==> src/rtl/sel_acc_pkg.sv <==
// Shared state encoding for the select-result window accumulator.
package sel_acc_pkg;

   typedef enum logic {
      ST_ACCUM = 1'b0,
      ST_HOLD  = 1'b1
   } state_e;

endpackage

==> src/rtl/sel_acc_win_cnt.sv <==
// Sample index within the current window: increments on accept, wraps after WIN_LEN-1,
// and can restart at 1 when a new window's first sample lands in a transfer cycle.
module sel_acc_win_cnt #(
   parameter int unsigned WIN_LEN = 8,
   parameter int unsigned IDX_W   = 3
) (
   input  logic             clk,
   input  logic             rst_n,
   input  logic             clr,
   input  logic             inc,
   input  logic             load_one,
   output logic [IDX_W-1:0] idx,
   output logic             last
);

   logic [IDX_W-1:0] idx_q, idx_d;

   assign last = (idx_q == IDX_W'(WIN_LEN - 1));
   assign idx  = idx_q;

   always_comb begin
      idx_d = idx_q;
      if (clr) begin
         idx_d = '0;
      end else if (load_one) begin
         idx_d = IDX_W'(1);
      end else if (inc) begin
         idx_d = last ? '0 : idx_q + IDX_W'(1);
      end
   end

   always_ff @(posedge clk or negedge rst_n) begin
      if (!rst_n) begin
         idx_q <= '0;
      end else begin
         idx_q <= idx_d;
      end
   end

endmodule

==> src/rtl/sel_result_accumulator.sv <==
// Counts ones in fixed windows of WIN_LEN accepted 1-bit samples; one held result per window.
// Define SEL_ACC_OVERLAP_EN to accept the next window's first sample during the transfer cycle.
module sel_result_accumulator
   import sel_acc_pkg::*;
#(
   parameter int unsigned WIN_LEN = 8,
   parameter int unsigned CNT_W   = 4
) (
   input  logic             clk,
   input  logic             rst_n,
   input  logic             clr,
   input  logic             in_valid,
   input  logic             in_bit,
   output logic             in_ready,
   output logic             out_valid,
   output logic [CNT_W-1:0] out_count,
   input  logic             out_ready,
   output logic             busy
);

   localparam int unsigned IDX_W = (WIN_LEN > 1) ? $clog2(WIN_LEN) : 1;

`ifdef SEL_ACC_OVERLAP_EN
   localparam bit OVERLAP = 1'b1;
`else
   localparam bit OVERLAP = 1'b0;
`endif

   state_e           state_q, state_d;
   logic [CNT_W-1:0] acc_q, acc_d;
   logic [CNT_W-1:0] out_count_q, out_count_d;
   logic             out_valid_q, out_valid_d;
   logic             cnt_inc, cnt_load;
   logic             accept;
   logic             last;
   logic [IDX_W-1:0] idx;

   sel_acc_win_cnt #(
      .WIN_LEN (WIN_LEN),
      .IDX_W   (IDX_W)
   ) u_win_cnt (
      .clk      (clk),
      .rst_n    (rst_n),
      .clr      (clr),
      .inc      (cnt_inc),
      .load_one (cnt_load),
      .idx      (idx),
      .last     (last)
   );

   assign in_ready  = (state_q == ST_ACCUM) | (OVERLAP & out_ready);
   assign accept    = in_valid & in_ready;
   assign out_valid = out_valid_q;
   assign out_count = out_count_q;
   assign busy      = (idx != '0);

   always_comb begin
      state_d     = state_q;
      acc_d       = acc_q;
      out_count_d = out_count_q;
      out_valid_d = out_valid_q;
      cnt_inc     = 1'b0;
      cnt_load    = 1'b0;
      if (clr) begin
         // Drops any held result, even if out_ready is high this cycle.
         state_d     = ST_ACCUM;
         acc_d       = '0;
         out_valid_d = 1'b0;
      end else begin
         unique case (state_q)
            ST_ACCUM: begin
               if (accept) begin
                  cnt_inc = 1'b1;
                  if (last) begin
                     out_count_d = acc_q + CNT_W'(in_bit);
                     out_valid_d = 1'b1;
                     acc_d       = '0;
                     state_d     = ST_HOLD;
                  end else begin
                     acc_d = acc_q + CNT_W'(in_bit);
                  end
               end
            end
            ST_HOLD: begin
               if (out_ready) begin
                  out_valid_d = 1'b0;
                  state_d     = ST_ACCUM;
                  // Only reachable with overlap: sample 0 of the next window.
                  if (accept) begin
                     acc_d    = CNT_W'(in_bit);
                     cnt_load = 1'b1;
                  end
               end
            end
            default: state_d = ST_ACCUM;
         endcase
      end
   end

   always_ff @(posedge clk or negedge rst_n) begin
      if (!rst_n) begin
         state_q     <= ST_ACCUM;
         acc_q       <= '0;
         out_count_q <= '0;
         out_valid_q <= 1'b0;
      end else begin
         state_q     <= state_d;
         acc_q       <= acc_d;
         out_count_q <= out_count_d;
         out_valid_q <= out_valid_d;
      end
   end

endmodule

==> config.mk <==
export PLATFORM = sky130hd
export DESIGN_NAME = sel_result_accumulator
export DESIGN_NICKNAME = d
export VERILOG_FILES = /design/src/rtl/sel_acc_pkg.sv /design/src/rtl/sel_acc_win_cnt.sv /design/src/rtl/sel_result_accumulator.sv
export SDC_FILE = /design/constraint.sdc
export NUM_CORES = 1
export LEC_CHECK = 0
export CORE_MARGIN = 1.5
export CORE_UTILIZATION = 45
export CTS_BUF_LIST = sky130_fd_sc_hd__clkbuf_4
export DETAILED_ROUTE_END_ITERATION = 12
export GPL_TIMING_DRIVEN = 0
export PLACE_DENSITY_LB_ADDON = 0.05
export SYNTH_ARGS = -nofsm -noshare
export SYNTH_HDL_FRONTEND = slang
export SYNTH_SLANG_ARGS = --single-unit
==> constraint.sdc <==
create_clock -name clk -period 1.8 [get_ports clk]
set_clock_uncertainty 0.1 [all_clocks]
set_input_delay 0.36 -clock clk [delete_from_list [all_inputs] [get_ports clk]]
set_output_delay 0.36 -clock clk [all_outputs]
set_load 0.01 [all_outputs]
; ---- Word level (Yosys, flattened, before mapping)
; Index checks and enable logic that the tools add are counted.
[totals]
word_cells = 46
in_bits = 6
ff_bits = 13
out_inout_bits = 7
[op_classes]
add_sub_neg = 2
bitwise = 3
muxes = 26
eq_ne = 5
n_reduce_logical = 5
[ops]
columns = op, n
row1 = two-way mux 4 bit, 5
row2 = two-way mux 1 bit, 14
row3 = two-way mux 3 bit, 4
row4 = != test 3 x 2 -> 1 bit (second input constant), 3
row5 = case mux 4 bit (2 select lines), 1
row6 = AND reduction 3 bit, 2
row7 = nonzero test 3 bit, 2
row8 = adder 4 x 1 -> 4 bit, 1
row9 = case mux 1 bit (2 select lines), 2
row10 = AND reduction 4 bit, 1
row11 = adder 3 x 1 -> 3 bit (second input constant), 1
row12 = == test 3 bit (second input constant), 1
row13 = != test 3 bit (second input constant), 1
row14 = NOT 1 bit, 2
row15 = bitwise AND 1 bit, 1

; ---- Depth between registers and ports, before layout
; Gate-level depths: netlist of the first run.
[logic_depth]
ltp_word = 8
mapped_depth = 6
depth_no_buf = 5

; ---- Cells and area by module
; A second synthesis of the first run with hierarchy kept.
[unflattened]
hier_cells = 61
area_unflattened_um2 = 655.6
[modules_own_cells]
columns = module, seq_area_each_um2, area_per_inst_um2, instances, cells_each
row1 = sel_result_accumulator, 250.2, 500.5, 1, 48
row2 = sel_acc_win_cnt, 75.1, 155.1, 1, 13

; ---- Worst setup path after synthesis of the first run
; Ideal clock, no wire load.
[synth_timing]
path_type = flip-flop to flip-flop
startpoint = register u_win_cnt.idx_q[0] (netlist: u_win_cnt.idx[0])
endpoint = register state_q
t_arrival_ps = 1423
setup_slack_ps = 149
t_required_ps = 1573
stages_incl_launch_ff = 6
n_path_buf = 1
setup_time_ps = 127
path_cell_list = dfrtp_1 > ha_1 > ha_1 > and4bb_2 > buf_2 > or2_2
[synth_between]
elab_chain_len = 5
[synth_lines]
columns = element, line
row1 = "start, declared", sel_acc_win_cnt.sv:16  ; logic [IDX_W-1:0] idx_q, idx_d;
row2 = "start signal, assigned", sel_acc_win_cnt.sv:36  ; idx_q <= idx_d;
row3 = == test 3 bit, sel_acc_win_cnt.sv:18  ; assign last = (idx_q == IDX_W'(WIN_LEN - 1));
row4 = two-way mux 1 bit, sel_result_accumulator.sv:74  ; if (last) begin
row5 = two-way mux 1 bit, sel_result_accumulator.sv:72  ; if (accept) begin
row6 = case mux 1 bit (2 select lines), sel_result_accumulator.sv:70  ; unique case (state_q)
row7 = two-way mux 1 bit, sel_result_accumulator.sv:64  ; if (clr) begin
row8 = via state_d, sel_result_accumulator.sv:29  ; state_e state_q, state_d;
row9 = "end signal, assigned", sel_result_accumulator.sv:107  ; state_q <= state_d;
row10 = "end, declared", sel_result_accumulator.sv:29
; The timed path passes the listed nets, and every way through them passes these cells.
; A chain may end at the register's enable or synchronous reset.

; ---- Worst setup path after layout of the first run
[layout_timing]
startpoint = register u_win_cnt.idx_q[0] (netlist: u_win_cnt.idx[0])
endpoint = register acc_q[2]
[layout_between]
elab_chain_len = 5
[layout_lines]
columns = element, line
row1 = == test 3 bit, sel_acc_win_cnt.sv:18
row2 = two-way mux 4 bit, sel_result_accumulator.sv:74
row3 = two-way mux 4 bit, sel_result_accumulator.sv:72
row4 = case mux 4 bit (2 select lines), sel_result_accumulator.sv:70
row5 = two-way mux 4 bit, sel_result_accumulator.sv:64
row6 = "end signal, assigned", sel_result_accumulator.sv:103  ; acc_q <= '0;
row7 = "end signal, assigned", sel_result_accumulator.sv:108  ; acc_q <= acc_d;
row8 = "end, declared", sel_result_accumulator.sv:30  ; logic [CNT_W-1:0] acc_q, acc_d;
; Every way passes these cells. The select of a mux whose other input is x is not followed.

==> results of run 1 <==
-- path summary, 6_finish.rpt --
| path | end | from | cells after the start | slack [ps] |
|---|---|---|---|---|
| worst max-delay path | acc_q[2] | u_win_cnt.idx[0] | 5 | 50 |
| min in group asynchronous | acc_q[3] | rst_n | 1 | 360 |
| worst min register to register | out_count[1] | out_count[1] | 1 | 420 |
| worst min-delay path | u_win_cnt.idx[0] | clr | 2 | 260 |
| worst max register to register | acc_q[2] | u_win_cnt.idx[0] | 5 | 50 |
| max in group asynchronous | acc_q[0] | rst_n | 1 | 860 |
-- area by class of cell --
class	count	area, um2	share of cell area
tap	15	18.8	0.0211
inverter	3	11.3	0.0127
sequential	13	325	0.366
timing repair buffer	14	133	0.149
multi-input combinational	47	344	0.387
clock buffer	4	30.0	0.0338
buffer	3	27.5	0.0309
-- power by group through the flow --
stage / Combinational (mW) / Clock (mW) / Sequential (mW)
after floorplan: 0.0303 / 0 / 0.308
after global placement: 0.0576 / 0 / 0.308
after detailed placement: 0.0588 / 0 / 0.309
after CTS: 0.0608 / 0.203 / 0.302
after global routing: 0.0704 / 0.211 / 0.303
final: 0.0631 / 0.196 / 0.302
-- flip-flops by register name, indices dropped and copies added (netlist names) --
signal	cells
state_q	1
acc_q	4
out_count	4
out_valid	1
u_win_cnt.idx	3
-- logic make-up after synthesis --
family / after synthesis
simple gates: 24
buf+inv: 6
flops: 13
fa+ha+maj: 6
mux: 2
compound gates: 13
xor+xnor: 2
-- stage by stage --
stage               setup TNS [ps]  utilization
detailed placement            -402        0.595
CTS                          -18.3        0.627
global placement              -328        0.595
finish                           0        0.651
global route                 -15.8        0.651
floorplan                        0            -
-- synth_stat cells (all sizes together) --
| library cell | instances |
|---|---|
| a21oi | 9 |
| inv | 3 |
| and2b | 1 |
| or3 | 1 |
| nand2b | 2 |
| and4bb | 1 |
| buf | 3 |
| a22oi | 1 |
| nand3b | 2 |
| nor3 | 1 |
| o21ai | 2 |
| or4 | 1 |
| a31oi | 1 |
| or2 | 1 |
| nand2 | 8 |
| dfrtp | 13 |
| xnor2 | 1 |
| nand3 | 1 |
| mux2 | 2 |
| xor2 | 1 |
| nor2 | 4 |
| ha | 6 |
| or4b | 1 |
-- worst max-delay path, cell delays in order, from the launching register on --
cell	delay [ps]
dfrtp_1	380
buf_4	140
ha_2	200
ha_2	210
or4b_1	510
a21oi_1	140
-- metal layers --
layer  part of all wire  up-vias  global-route usage
met5                  0        -                   0
met4              0.020        0              0.0968
met3              0.038        4              0.0388
met2               0.48       11               0.247
met1               0.46      247               0.192
li1                   -      262                   -
-- what timing repair did --
action | in CTS | in global routing
resized for setup | 4 | 4
setup endpoints to repair | 1 | 7
endpoints found under the hold margin | 0 | 0
buffers inserted | 1 | 2
pin swaps | 0 | 1
==> summary.txt, run 1 <==
status = complete, no violations
Slew @ Worst Pin = 596 ps
fin nets = 97
Critical Path Sink Type = flip-flop
Pins Over Slew Limit = 0
worst setup path class = flip-flop to flip-flop
final setup violation count = 0
post-place setup slack = -210 ps
drt drc = 0
Post-Synth Simple-Gate Area = 0.208
syn avg cell area = 10.4 um2
Initial Util = 0.501
FP Rows = 13
Synth area leaders = dfrtp_1, ha_1, a21oi_1
Arrival @ worst endpoint = 1850 ps
Period minus WS final = 1750 ps
most frequent cells in the layout = dfrtp_1, clkdlybuf4s50_1, a21oi_1, nand2_1
Hold Crit Class = input pin to flip-flop
mux cell area share after synthesis = 0.0329
relative slew slack = 0.602
die area = 1760 um2
PwrDens = 631 nW/um2
share of layout cells above drive strength 1 = 0.238
Port-buffer cells = 11
Pleak = 0.398 nW
Post-DP HPWL = 867 um
Routed WL per cell = 12.4 um
num ports = 13
largest net degree at the start of global routing = 14
total power = 0.561 mW
register area share after synthesis = 0.475
placed cells = 92
first-pass GRT wire length = 2070 um
Synth Warn # = 0
WP data required = 1900 ps
synth unique cells = 25
complex-gate fraction of the synthesized area = 0.101
Hold Fails Final Rpt = 0
GRT Total Usage = 0.157
drt initial violations = 10
drt pass-1 iters = 4
Vias/cell = 5.29
element type at the critical path start = flip-flop
cells after synthesis = 66
Mapped Area = 684 um2
Max IR drop VDD = 0.398 mV
htree depth = 1
CTS max path bufs = 2
Routed Antenna Nets = 0
Clock transition at path regs = 80 ps
CTS Hold Buffers Added = 0
top-area cell type share of the netlist area = 0.475
Seq pwr share = 0.538
CTS Sinks = 13
main combinational cell family by area after synthesis = simple AND/OR/NAND/NOR gates
crit path max fanout = 6
Comb power frac = 0.112
number of CTS-inserted buffers = 3
Clk pwr share = 0.349
maximum clock frequency = 572 MHz
area grow syn2layout = 30.0%
design area = 890 um2
leading area contributor after synthesis = dfrtp_1
routability cong. = 0.711
placed cell areas = 813 um2
Final WS setup = 50.7 ps
Skew-Pair Late Insertion Delay = 280 ps
commonest non-fill, non-tap cell in the layout = dfrtp_1
P_int = 0.430 mW
Max-Cap Viols = 0
number of global-route vias before repair = 487
P_sw = 0.131 mW
CTS tree = done
FILL cells = 121
die height = 42 um
post-synthesis xor/xnor area fraction = 0.0256
Total Wirelength = 1230 um
Core ar. = 1370 um2
Synth Area in Adders = 0.110
worst hold slack = 260 ps
n_diodes = 0
unrepaired setup endpoints after global routing = yes
Sw Share = 0.233
Die Wd = 42 um
register bit total from synthesis = 13
period utilization = 0.972
Layout Cells excl Fill = 99
CTS Root Cell = clkbuf_4
grt ovf = 0
Synth Net Count = 78
antenna violations before repair = 0
Via Count = 524
No activity file was read; power rests on OpenSTA's default activity.
==> run 2: changes to the inputs <==
==> constraint.sdc (replaced) <==
create_clock -name clk -period 1.53 [get_ports clk]
set_clock_uncertainty 0.1 [all_clocks]
set_input_delay 0.306 -clock clk [delete_from_list [all_inputs] [get_ports clk]]
set_output_delay 0.306 -clock clk [all_outputs]
set_load 0.1 [all_outputs]
==> summary.txt, run 2 (synthesis results as in run 1) <==
Arrival @ worst endpoint = 1200 ps (-650 ps)
drt drc = 0 (unchanged)
WP data required = 1120 ps (-780 ps)
grt ovf = 0 (unchanged)
relative slew slack = 0.602 (about the same)
CP peak stage delay = 450 ps (-60 ps)
P_sw = 0.197 mW (+50%)
die area = 1760 um2 (unchanged)
Skew-Pair Late Insertion Delay = 280 ps (about the same)
Port-buffer cells = 11 (unchanged)
most frequent cells in the layout = dfrtp_1, nand2_1, a21oi_1, buf_4
element type at the critical path start = flip-flop
critical-path cell list = inv_2, ha_2, nand2b_4, buf_12
Via Count = 559 (+6.7%)
drt initial violations = 17 (+7)
Sw Share = 0.275 (+0.0411)
drt pass-1 iters = 4 (unchanged)
Initial Util = 0.501 (unchanged)
Comb power frac = 0.165 (+0.053)
GRT Total Usage = 0.170 (+0.0133)
Slew @ Worst Pin = 595 ps (-0.698 ps)
final core occ = 0.722 (+0.0705)
crit path max fanout = 4 (-2)
status = finished, violations left
commonest non-fill, non-tap cell in the layout = dfrtp_1
Critical Path Sink Type = output pin
hold path depth = 2 (unchanged)
worst hold endpoint = u_win_cnt.idx[0]
Pins Over Slew Limit = 0 (unchanged)
PwrDens = 728 nW/um2 (+15%)
Pleak = 0.433 nW (+8.9%)
Post-DP HPWL = 886 um (+2.1%)
CTS tree = done
Clock transition at path regs = 80 ps (about the same)
Die Wd = 42 um (unchanged)
CTS Root Cell = clkbuf_4
Period minus WS final = 1610 ps
antenna violations before repair = 0 (unchanged)
die height = 42 um (unchanged)
Hold Fails Final Rpt = 0 (unchanged)
FP Rows = 13 (unchanged)
first-pass GRT wire length = 2170 um (+4.6%)
failing checks = negative setup slack
largest net degree at the start of global routing = 14 (unchanged)
design area = 986 um2 (+11%)
reg-to-reg critical path endpoint = acc_q[2]
Routed WL per cell = 14.2 um (+14%)
Max-Cap Viols = 0 (unchanged)
r2r setup slk = -70 ps (-120 ps)
R2R depth = 4 (-1)
CTS max path bufs = 2 (unchanged)
Seq pwr share = 0.501 (-0.037)
Worst path slowest cell = dfrtp_2
Hold Crit Class = input pin to flip-flop
final setup violation count = 3 (+3)
share of layout cells above drive strength 1 = 0.483 (+0.245)
period utilization = 1.05
worst setup path class = flip-flop to output pin
num ports = 13 (unchanged)
n_diodes = 0 (unchanged)
Total Wirelength = 1450 um (+18%)
Core ar. = 1370 um2 (unchanged)
number of global-route vias before repair = 512 (+5.1%)
maximum clock frequency = 621 MHz
reg2reg start = u_win_cnt.idx[0]
Routed Antenna Nets = 0 (unchanged)
Vias/cell = 5.48 (+3.5%)
htree depth = 1 (unchanged)
P_int = 0.521 mW (+21%)
Clk pwr share = 0.334 (-0.015)
Final WS setup = -80.1 ps (-131 ps)
Max IR drop VDD = 0.619 mV (+56%)
routability cong. = 0.728 (+2.3%)
area grow syn2layout = 44.1%
unrepaired setup endpoints after global routing = yes
fin nets = 100 (+3.1%)
placed cell areas = 833 um2 (+2.5%)
post-place setup slack = -691 ps (-482 ps)
number of CTS-inserted buffers = 3 (unchanged)
worst hold start = clr
CTS Sinks = 13 (unchanged)
## run 2: cell types whose count changed in the layout (fill, tap and decap cells not counted), moves of 2 or more
| cell | change |
|---|---|
| clkdlybuf4s50_1 | -6 |
| buf_2 | +4 |
| buf_4 | +4 |
| ha_1 | -3 |
| ha_4 | +3 |
| a21oi_1 | -2 |
| a21oi_2 | +2 |
| inv_1 | -2 |
| mux2_2 | -2 |
| mux2_4 | +2 |
| nor2_1 | -2 |
## run 2: how the worst max path moves through the flow
stage                      from      endpoint  slack [ps]  cells past startpoint
2_1_floorplan  u_win_cnt.idx[0]  out_count[0]         -40                      5
3_3_place_gp   u_win_cnt.idx[0]          busy        -680                      4
5_1_grt        u_win_cnt.idx[0]          busy        -120                      4
4_1_cts        u_win_cnt.idx[0]          busy        -100                      4
6_report       u_win_cnt.idx[0]          busy         -80                      4
3_5_place_dp   u_win_cnt.idx[0]          busy        -690                      4
## run 2: power groups by stage
stage	registers, mW	clock network (mW)	logic [mW]
global placement	0.363	0	0.0957
CTS	0.359	0.247	0.114
floorplan	0.365	0	0.0603
finish	0.360	0.239	0.118
detailed placement	0.363	0	0.0961
global route	0.361	0.259	0.129
## run 2: per-layer routing
metal | routed length, um | vias to the layer above | share of wire | track usage
met1 | 626 | 271 | 0.43 | 0.197
met5 | 0 | - | 0 | 0
met4 | 27 | 0 | 0.019 | 0.0903
met2 | 726 | 17 | 0.50 | 0.263
li1 | - | 266 | - | -
met3 | 66 | 5 | 0.046 | 0.0776
## run 2: layout make-up
class / instances / area [um2]
buffer: 2 / 16.3
clock buffer: 4 / 30.0
fill: 105 / 380
inverter: 3 / 15.0
multi-input combinational: 47 / 428
sequential: 13 / 327
tap: 15 / 18.8
timing repair buffer: 18 / 151
## run 2: per-stage QoR
stage          hold WS, ps  power [mW]  TNS (ps)  std cells
3_5_place_dp           395       0.459     -4670         92
4_1_cts                201       0.719      -643         99
6_report               216       0.718      -210        102
3_3_place_gp           390       0.459     -4520         92
5_1_grt                226       0.748      -384        102
2_1_floorplan        -89.6       0.425      -125         66
## run 2: worst max-delay path, delay by kind of cell, from the launching register on
kind / cells / cell delay, ps
flip-flops: 1 / 450
buffers and inverters: 2 / 220
adder cells (fa/ha/maj): 1 / 180
AND/OR/NAND/NOR: 1 / 60
## run 2: repair_timing
| action | CTS | global route |
|---|---|---|
| setup endpoints to repair | 13 | 10 |
| pin swaps | 8 | 5 |
| hold buffers | 0 | 0 |
| buffers inserted | 3 | 4 |
| endpoints found under the hold margin | 0 | 0 |
| gates resized for setup | 51 | 12 |
==> run 3: changes to the inputs <==
CAP_MARGIN = 20   (was not set)
CELL_PAD_IN_SITES_DETAIL_PLACEMENT = 0   (was not set)
CELL_PAD_IN_SITES_GLOBAL_PLACEMENT = 1   (was not set)
CORE_UTILIZATION = 36   (was 45)
==> summary.txt, run 3 (synthesis results as in run 1) <==
fin nets = 98 (-2.0%)
routability cong. = 0.678 (-6.8%)
Via Count = 530 (-5.2%)
drt initial violations = 6 (-11)
num ports = 13 (unchanged)
area grow syn2layout = 43.9%
FF+latch area = 327 um2 (unchanged)
R2R depth = 4 (unchanged)
reg2reg start = u_win_cnt.idx[0]
Clock transition at path regs = 80 ps (about the same)
hold path depth = 2 (unchanged)
Pleak = 0.421 nW (-2.9%)
Period minus WS final = 1600 ps (-9.51 ps)
Worst path slowest cell = dfrtp_1
number of global-route vias before repair = 454 (-11%)
die height = 46.6 um (+11%)
Initial Util = 0.388 (-0.113)
Hold Crit Class = input pin to flip-flop
FILL cells = 165 (+57%)
Post-DP HPWL = 929 um (+4.9%)
design area = 985 um2 (-0.13%)
GRT Total Usage = 0.144 (-0.0268)
PwrDens = 724 nW/um2 (-0.55%)
CP peak stage delay = 430 ps (-20 ps)
Routed Antenna Nets = 0 (unchanged)
drt pass-1 iters = 4 (unchanged)
first-pass GRT wire length = 2100 um (-3.2%)
Pins Over Slew Limit = 0 (unchanged)
Seq pwr share = 0.506 (+0.005)
final setup violation count = 5 (+2)
maximum clock frequency = 625 MHz (+0.59%)
P_sw = 0.192 mW (-2.5%)
relative slew slack = 0.585 (-0.0168)
Hold Fails Final Rpt = 0 (unchanged)
Skew-Pair Late Insertion Delay = 280 ps (about the same)
largest net degree at the start of global routing = 14 (unchanged)
CTS tree = done
antenna violations before repair = 0 (unchanged)
FP Rows = 15 (+2)
crit path max fanout = 3 (-1)
worst hold slack = 222 ps (+6.49 ps)
Slew @ Worst Pin = 620 ps (+25.1 ps)
CTS Sinks = 13 (unchanged)
CTS max path bufs = 2 (unchanged)
Vias/cell = 4.82 (-12%)
status = finished, violations left
failing checks = negative setup slack
Total Wirelength = 1390 um (-3.7%)
final core occ = 0.558 (-0.163)
die area = 2170 um2 (+23%)
Clk pwr share = 0.328 (-0.006)
worst setup path class = flip-flop to output pin
Arrival @ worst endpoint = 1190 ps (about the same)
Core ar. = 1760 um2 (+29%)
Die Wd = 46.6 um (+11%)
critical-path cell list = inv_1, ha_2, nand2b_4, buf_12
Comb power frac = 0.166 (about the same)
Routed WL per cell = 12.7 um (-11%)
worst hold start = clr
share of layout cells above drive strength 1 = 0.447 (-0.0357)
unrepaired setup endpoints after global routing = yes
CTS Hold Buffers Added = 0 (unchanged)
grt ovf = 0 (unchanged)
element type at the critical path start = flip-flop
drt drc = 0 (unchanged)
n_diodes = 0 (unchanged)
P_int = 0.521 mW (about the same)
Max-Cap Viols = 0 (unchanged)
WP data required = 1120 ps (about the same)
Final WS setup = -70.6 ps (+9.51 ps)
setup TNS = -174 ps (+36.0 ps)
Critical Path Sink Type = output pin
placed cells = 102 (+11%)
Port-buffer cells = 11 (unchanged)
commonest non-fill, non-tap cell in the layout = dfrtp_1
CP Launch Point = u_win_cnt.idx[1]
Sw Share = 0.270 (-0.00499)
Max IR drop VDD = 0.517 mV (-17%)
placed cell areas = 846 um2 (+1.5%)
area taken by multi-input logic gates = 428 um2 (unchanged)
period utilization = 1.05 (-0.00621)
Layout Cells excl Fill = 110 (+7.8%)
htree depth = 1 (unchanged)
most frequent cells in the layout = dfrtp_1, nand2_1, a21oi_1, buf_2, ha_4
number of CTS-inserted buffers = 3 (unchanged)
CTS Root Cell = clkbuf_4
## run 3: cell types whose count changed in the layout (fill, tap and decap cells not counted), sizes merged
cell / change
buf: -1
clkbuf: -1
## run 3: final cells by class
class                      count  share of cell area
inverter                       3              0.0152
timing repair buffer          16               0.140
clock buffer                   4              0.0305
buffer                         2              0.0165
sequential                    13               0.332
tap                           25              0.0318
multi-input combinational     47               0.435
## run 3: critical path, delay by kind of cell (launching register included)
family / cells / cell delay (ps)
flip-flops: 1 / 430
buffers and inverters: 2 / 240
AND/OR/NAND/NOR: 1 / 60
adder cells (fa/ha/maj): 1 / 180
## run 3: power groups by stage
stage | clock, mW | sequential [mW] | combinational (mW)
after CTS | 0.240 | 0.358 | 0.110
after global routing | 0.252 | 0.362 | 0.129
after detailed placement | 0 | 0.364 | 0.0965
final | 0.234 | 0.361 | 0.119
after global placement | 0 | 0.363 | 0.0959
after floorplan | 0 | 0.365 | 0.0603
## run 3: metal layers
| metal | vias up | GRT usage | part of all wire | wire length [um] |
|---|---|---|---|---|
| met5 | - | 0 | 0 | 0 |
| met4 | 0 | 0.0686 | 0.013 | 18 |
| met3 | 2 | 0.0235 | 0.049 | 69 |
| met2 | 18 | 0.208 | 0.46 | 638 |
| met1 | 244 | 0.205 | 0.48 | 668 |
| li1 | 266 | - | - | - |
## run 3: timing repair
item / CTS / global route
buffers inserted: 5 / 0
endpoints found under the setup margin: 13 / 12
gates resized for setup: 47 / 14
pin swaps: 7 / 4
## run 3: path summary, 6_finish.rpt
kind	to	slack, ps
setup / recovery	busy	-70
hold / removal	u_win_cnt.idx[0]	220
setup reg to reg	acc_q[3]	-50
hold reg to reg	out_count[0]	410
max in group asynchronous	u_win_cnt.idx[0]	580
min in group asynchronous	u_win_cnt.idx[2]	310
## run 3: metrics by stage
step	total power, mW	setup WS (ps)
finish	0.713	-70.6
global route	0.743	-121
CTS	0.708	-134
detailed placement	0.460	-701
global placement	0.459	-681
floorplan	0.425	-43.0
